`src/rtl/fetch_sequencer.sv`:
```
// Instruction fetch sequencer: issues one registered fetch address, waits RD_LAT
// cycles for memory, then holds the captured word until the consumer accepts it.
//
// state | meaning
// IDLE  | no fetch in flight, waiting for FetchEn
// WAIT  | address presented, latency counter running
// HOLD  | Instr/InstrPC valid, waiting for InstrReady
module fetch_sequencer #(
  parameter int unsigned RD_LAT   = 2,
  parameter logic [63:0] RESET_PC = 64'h0
) (
  input  logic        CLK,
  input  logic        Reset_L,
  input  logic        FetchEn,
  output logic [63:0] IMemAddress,
  input  logic [31:0] IMemData,
  input  logic        Redirect,
  input  logic [63:0] RedirectPC,
  output logic        InstrValid,
  input  logic        InstrReady,
  output logic [31:0] Instr,
  output logic [63:0] InstrPC,
  output logic [31:0] FetchCount
);

  typedef enum logic [1:0] {IDLE, WAIT, HOLD} state_t;

  localparam logic [3:0] LAST_CNT = 4'(RD_LAT - 1);

  state_t      state, state_nxt;
  logic [63:0] pc, pc_nxt;
  logic [3:0]  cnt, cnt_nxt;
  logic        valid, valid_nxt;
  logic [31:0] instr, instr_nxt;
  logic [63:0] instr_pc, instr_pc_nxt;
  logic [31:0] count, count_nxt;
  logic        transfer;

  assign transfer = valid & InstrReady;

  always_ff @(posedge CLK or negedge Reset_L) begin
    if (!Reset_L) begin
      state    <= IDLE;
      pc       <= RESET_PC;
      cnt      <= 4'd0;
      valid    <= 1'b0;
      instr    <= 32'h0;
      instr_pc <= 64'h0;
      count    <= 32'h0;
    end else begin
      state    <= state_nxt;
      pc       <= pc_nxt;
      cnt      <= cnt_nxt;
      valid    <= valid_nxt;
      instr    <= instr_nxt;
      instr_pc <= instr_pc_nxt;
      count    <= count_nxt;
    end
  end

  always_comb begin
    state_nxt    = state;
    pc_nxt       = pc;
    cnt_nxt      = cnt;
    valid_nxt    = valid;
    instr_nxt    = instr;
    instr_pc_nxt = instr_pc;
    count_nxt    = count;

    // An accepted word counts even when a redirect discards the FSM's next step
    if (transfer) count_nxt = count + 32'd1;

    if (Redirect) begin
      pc_nxt    = {RedirectPC[63:2], 2'b00};
      valid_nxt = 1'b0;
      cnt_nxt   = 4'd0;
      state_nxt = FetchEn ? WAIT : IDLE;
    end else begin
      case (state)
        IDLE: begin
          if (FetchEn) begin
            state_nxt = WAIT;
            cnt_nxt   = 4'd0;
          end
        end
        WAIT: begin
          cnt_nxt = cnt + 4'd1;
          if (cnt == LAST_CNT) begin
            instr_nxt    = IMemData;
            instr_pc_nxt = pc;
            pc_nxt       = pc + 64'd4;
            valid_nxt    = 1'b1;
            cnt_nxt      = 4'd0;
            state_nxt    = HOLD;
          end
        end
        HOLD: begin
          if (transfer) begin
            valid_nxt = 1'b0;
            cnt_nxt   = 4'd0;
            state_nxt = FetchEn ? WAIT : IDLE;
          end
        end
        default: state_nxt = IDLE;
      endcase
    end
  end

  assign IMemAddress = pc;
  assign InstrValid  = valid;
  assign Instr       = instr;
  assign InstrPC     = instr_pc;
  assign FetchCount  = count;

endmodule

```
`config.mk`:
```
export PLATFORM = sky130hd
export DESIGN_NAME = fetch_sequencer
export DESIGN_NICKNAME = d
export VERILOG_FILES = /design/src/rtl/fetch_sequencer.sv
export SDC_FILE = /design/constraint.sdc
export NUM_CORES = 1
export LEC_CHECK = 0
export ABC_AREA = 1
export ABC_CLOCK_PERIOD_IN_PS = 1500
export CAP_MARGIN = 30
export CORE_ASPECT_RATIO = 1.75
export CORE_UTILIZATION = 30
export DETAILED_ROUTE_END_ITERATION = 7
export PLACE_DENSITY = 0.61
export SYNTH_ARGS = -nofsm -noshare
export SYNTH_HDL_FRONTEND = slang
export SYNTH_SLANG_ARGS = --single-unit
```
`constraint.sdc`:
```
create_clock -name CLK -period 1.5 [get_ports CLK]
set_input_delay 0.45 -clock CLK [delete_from_list [all_inputs] [get_ports CLK]]
set_output_delay 0.45 -clock CLK [all_outputs]
set_load 0.005 [all_outputs]
```
=== After elaboration in Yosys (flattened, before gate mapping) ===
Cells that the tools add are included.

* Word-level logic and storage cells: 46
* Output and inout port bits: 193
* Input port bits: 101
* Bits in registers: 199

* Equality and inequality tests: 6
* Bitwise operators: 2
* $add $sub $neg: 3
* Reduce and logical (&&, ||, !) cells: 10
* Muxes and demuxes: 18

{| class="wikitable"
|+ Operators with widths
! kind !! count
|-
| 64-bit 2-to-1 mux || 3
|-
| 64-bit by 3-bit adder with 64-bit output (second input constant) || 1
|-
| 32-bit by 1-bit adder with 32-bit output (second input constant) || 1
|-
| 4-bit 2-to-1 mux || 4
|-
| 4-bit case mux with 3 select lines || 1
|-
| 3-bit AND reduction || 4
|-
| 3-bit inequality test (second input constant) || 3
|-
| 2-bit 2-to-1 mux || 4
|-
| 2-bit case mux with 3 select lines || 1
|-
| 4-bit by 1-bit adder with 4-bit output (second input constant) || 1
|-
| 4-bit by 1-bit equality test with 1-bit output (second input constant) || 1
|-
| 1-bit 2-to-1 mux || 4
|-
| 2-bit nonzero test || 2
|-
| 4-bit nonzero test || 1
|-
| 3-bit nonzero test || 1
|-
| 2-bit by 1-bit equality test with 1-bit output (second input constant) || 1
|-
| 2-bit equality test (second input constant) || 1
|-
| 2-bit logical NOT || 1
|-
| 1-bit case mux with 2 select lines || 1
|-
| 2-bit AND reduction || 1
|-
| 1-bit AND || 1
|-
| 1-bit NOT || 1
|}

=== Logic depth before layout (Yosys ltp) ===
* Word-level depth: 4
* Gate-level depth with buffers: 12
* Depth with buffers taken out: 12

=== Worst setup path before layout ===
Ideal clock, no wire load.

* Path type: flip-flop to flip-flop
* From: register pc[2], in the netlist IMemAddress[2]
* To: register pc[54], in the netlist IMemAddress[54]
* Cell stages (with the launch flop): 11
* Setup slack: -0.135 ns
* Setup time: 0.127 ns
* Clock period less this slack: 1.635 ns
* Data required time: 1.373 ns
* Path buffers: 0
* Arrival: 1.508 ns
* Cell sequence: dfrtp_1 -> ha_1 -> nand2_1 -> nor2_4 -> nand2_2 -> nor2_4 -> nand2_1 -> nor2_2 -> nand2_1 -> nand3_1 -> nand3b_1

* Cells in the longest elaborated chain, start to end: 4

{| class="wikitable"
|+ RTL lines
! element !! line !! RTL
|-
| from (decl) || 31 || <nowiki>logic [63:0] pc, pc_nxt;</nowiki>
|-
| from (signal assigned) || 52 || <nowiki>pc <= pc_nxt;</nowiki>
|-
| 64-bit by 3-bit adder with 64-bit output || 91 || <nowiki>pc_nxt = pc + 64'd4;</nowiki>
|-
| 64-bit 2-to-1 mux || 88 || <nowiki>if (cnt == LAST_CNT) begin</nowiki>
|-
| 64-bit 2-to-1 mux || 79 || <nowiki>case (state)</nowiki>
|-
| 64-bit 2-to-1 mux || 73 || <nowiki>if (Redirect) begin</nowiki>
|}

Every way passes these cells. The select of a mux whose other input is x is not followed.
A chain may end at the register's enable or synchronous reset.

=== Worst setup path after layout ===
* From: register pc[3], in the netlist IMemAddress[3]
* To: register pc[22], in the netlist IMemAddress[22]

Same word-level chain as after synthesis.

==> impl_metrics.py <==
metrics = {
    "pwr": {
        "power.density_nw_per_um2": 1300,
        "finalPower_uw": 25200,
        "peakVddDrop_mv": 0.842,
        "power.leakage_uw": 0.00976,
    },
    "logic_synthesis": {
        "ys.flop_type": "dfrtp_1",
        "ys_async_sr_fraction_pct": 100,
        "synth_compound_area_share_pct": 6.80,
        "synthMuxAreaShare_pct": 0,
        "synth_top_family_by_area": "simple AND/OR/NAND/NOR gates",
        "ys_ff_latch": 195,
        "synth_cell_types": 47,
        "synthesis.area_um2": 10400,
        "synth_commonest_cells": "nand2_1 (493), dfrtp_1 (195), nor2_1 (183)",
        "syn_area_per_cell_um2": 7.45,
        "yosys.area_share.adder_pct": 0.483,
        "yosys-top-cells-area": "dfrtp_1 (47%), nand2_1 (18%), nor2_1 (6.6%)",
        "synth_cells": 1393,
        "ys_seq_area_share_pct": 47.1,
        "synth_edf_count": 0,
        "synth_top_area_cell": "dfrtp_1",
        "synth-simple-area-share_pct": 35.5,
        "synth_top_area_share_pct": 47.1,
        "yosysWarnings": 0,
        "synth_xor_area_share_pct": 3.45,
        "synth_most_common_cell": "nand2_1",
    },
    "clock_network": {
        "insertion_delay_ps": 460,
        "cts_buffers": 17,
        "cts_sinks": 195,
        "clk_pin_slew_worst_paths_ps": 80,
        "cts_tree": "yes",
        "h-tree-depth": 4,
        "cts.root.buffer_cell": "clkbuf_16",
        "clock_path_buffers": 2,
    },
    "sta": {
        "tns_ps": -21030,
        "setup_viol": 194,
        "hold_viol_final": 0,
        "rsz0062_at_grt": "yes",
        "max_clock_freq_ghz": 0.577,
        "fin_ws_ps": -233,
        "fin_crit_ps": 1730,
        "period_share_pct": 116,
        "fin_skew_ps": 13.6,
        "report.final.slew_viol_count": 0,
    },
    "min_path": {
        "hold_class": "in -> reg",
    },
    "place": {
        "place_congestion": 0.923,
        "numPlacedInstances": 2341,
        "portBuffers": 287,
        "dpl_cell_area_um2": 15800,
        "place_hpwl_um": 33100,
    },
    "job": {
        "cap_violations": 0,
    },
    "drt": {
        "wl_per_cell_um": 18.5,
        "drt_pass1_iterations": 8,
        "drc": 0,
        "via_per_inst": 4.79,
        "drtIter0Drc": 607,
        "totalWireLength_um": 48200,
        "vias": 12500,
        "drtAntennaViolNets": 0,
    },
    "layout": {
        "num-nets-final": 2236,
        "finalNonFillerCells": 2599,
        "stdcell_area_um2": 19500,
        "syn_to_final_growth_pct": 87.8,
        "n_antenna_cell": 0,
        "drive_gt1_share_pct": 47.5,
    },
    "global_routing": {
        "grtUsageTotal_pct": 25.7,
        "antenna_found_initial": 0,
        "grt_overflow": 0,
        "grt_pass1_vias": 12200,
        "grt_max_degree": 45,
        "grt_pass1_wl_um": 67400,
    },
    "worst_setup_path": {
        "startpoint_type": "flop",
        "crit_family": "simple AND/OR/NAND/NOR gates",
        "critPathCaptureType": "flop",
        "critical_path_class": "reg -> reg",
        "worstPathCellList": "buf_6 > ha_4 > nand2_4 > nor2_4 > nand2_4 > nor2_4 > buf_6 > buf_4 > nand4_1 > o2111ai_2",
        "cp_num_buf_inv": 3,
        "crit_arrival_ps": 2110,
        "slowest_delay_ps": 390,
        "crit_fanout": 4,
        "r2r_setup_slack_ps": -230,
        "crit_slowest_cell": "dfrtp_2",
        "crit_required_ps": 1880,
    },
    "floorplan": {
        "pin_count": 294,
        "die_y_um": 248,
        "die_area_um2": 35300,
        "die_w_um": 143,
        "placementRows": 89,
        "start_util_pct": 30.6,
        "core_um2": 33900,
    },
    "status": {
        "violations": "setup timing",
        "outcome": "complete, but fails checks",
    },
}
-- metal layers --
layer / GRT usage (%) / share of wire [%] / vias up
li1: - / - / 5881
met1: 26.7 / 36 / 6000
met2: 47.3 / 53 / 424
met3: 4.71 / 4.5 / 151
met4: 16.0 / 7.3 / 0
met5: 0 / 0 / -
-- registers in the layout, indices dropped and copies added (netlist names) --
name / flops
cnt: 4
InstrValid: 1
IMemAddress: 62
FetchCount: 32
InstrPC: 62
Instr: 32
state: 2
-- worst min-delay path, delay by kind of cell --
| kind | cells | cell delay [ps] |
|---|---|---|
| buffers and inverters | 2 | 320 |
| AO/OA/AOI/OAI | 1 | 70 |
-- through the flow --
stage | setup WS (ps) | hold WS (ps) | utilization [%]
6_report | -233 | 428 | 57.5
5_1_grt | -314 | 438 | 57.5
4_1_cts | -211 | 397 | 52.7
3_5_place_dp | -608 | 414 | 46.6
3_3_place_gp | -615 | 415 | 46.6
2_1_floorplan | -15.2 | 154 | -
-- final timing paths --
kind / startpoint / endpoint / depth (start not counted)
hold reg to reg: Instr[26]$_DFFE_PN0P_ / Instr[26]$_DFFE_PN0P_ / 2
max in group asynchronous: Reset_L / state[0]$_DFFE_PN0P_ / 3
setup reg to reg: IMemAddress[3]$_DFFE_PN0P_ / IMemAddress[22]$_DFFE_PN0P_ / 10
min in group asynchronous: Reset_L / InstrPC[14]$_DFFE_PN0P_ / 2
hold / removal: Redirect / cnt[3]$_DFFE_PN0P_ / 3
setup / recovery: IMemAddress[3]$_DFFE_PN0P_ / IMemAddress[22]$_DFFE_PN0P_ / 10
-- timing repair --
item,4_1_cts,5_1_grt
endpoints found under the hold margin,30,0
gates resized for setup,1046,283
pin swaps,53,129
setup buffers,165,61
gates cloned,1,8
hold buffers,1,0
endpoints found under the setup margin,330,244
-- cell usage in the layout (no fill, tap or decap), types with 4 or more instances in the layout --
cell type          n
nor3_4             4
buf_4            325
nand4_1           24
o21ai_2           10
inv_2             10
clkdlybuf4s50_1   95
nor2_1            96
buf_12            22
o21ai_1           22
xnor2_1            8
buf_6            176
nand3_2           20
nand2_1          409
inv_6              4
conb_1             4
nand3_4           10
dfrtp_2           21
nor2_4            66
nor3_1             5
inv_1            109
dfrtp_1          174
o2111ai_2          6
buf_2            126
a21oi_1            4
nand2_2           76
buf_8              7
clkbuf_16         23
xor2_1            30
nand3_1           56
nand2_4           25
nand3b_1           9
o211ai_1          16
o21ai_0           42
nor2_2            49
-- cell families after synthesis --
group | after synthesis
AOI/OAI and AO/OA | 119
xor gates and xnor gates | 40
adders and majority gates | 4
buffers and inverters | 172
DFF | 195
other | 1
and+or+nand+nor | 862
-- report_power, final --
part,switching (uW),internal (uW),leakage (uW)
registers,1060,7010,0.00241
clock network,2350,2620,0.000297
logic,5880,6300,0.00706
-- layout make-up --
class                   count  area, um2
clock buffers              20        457
flip-flops and latches    195       4910
inverters                 127        518
clock inverters            12        160
multi-input cells        1029       6100
repair buffers            761       6760
fillers                  3016      14400
well taps                 455        569
Note: power is estimated with default switching activity, not from simulation.
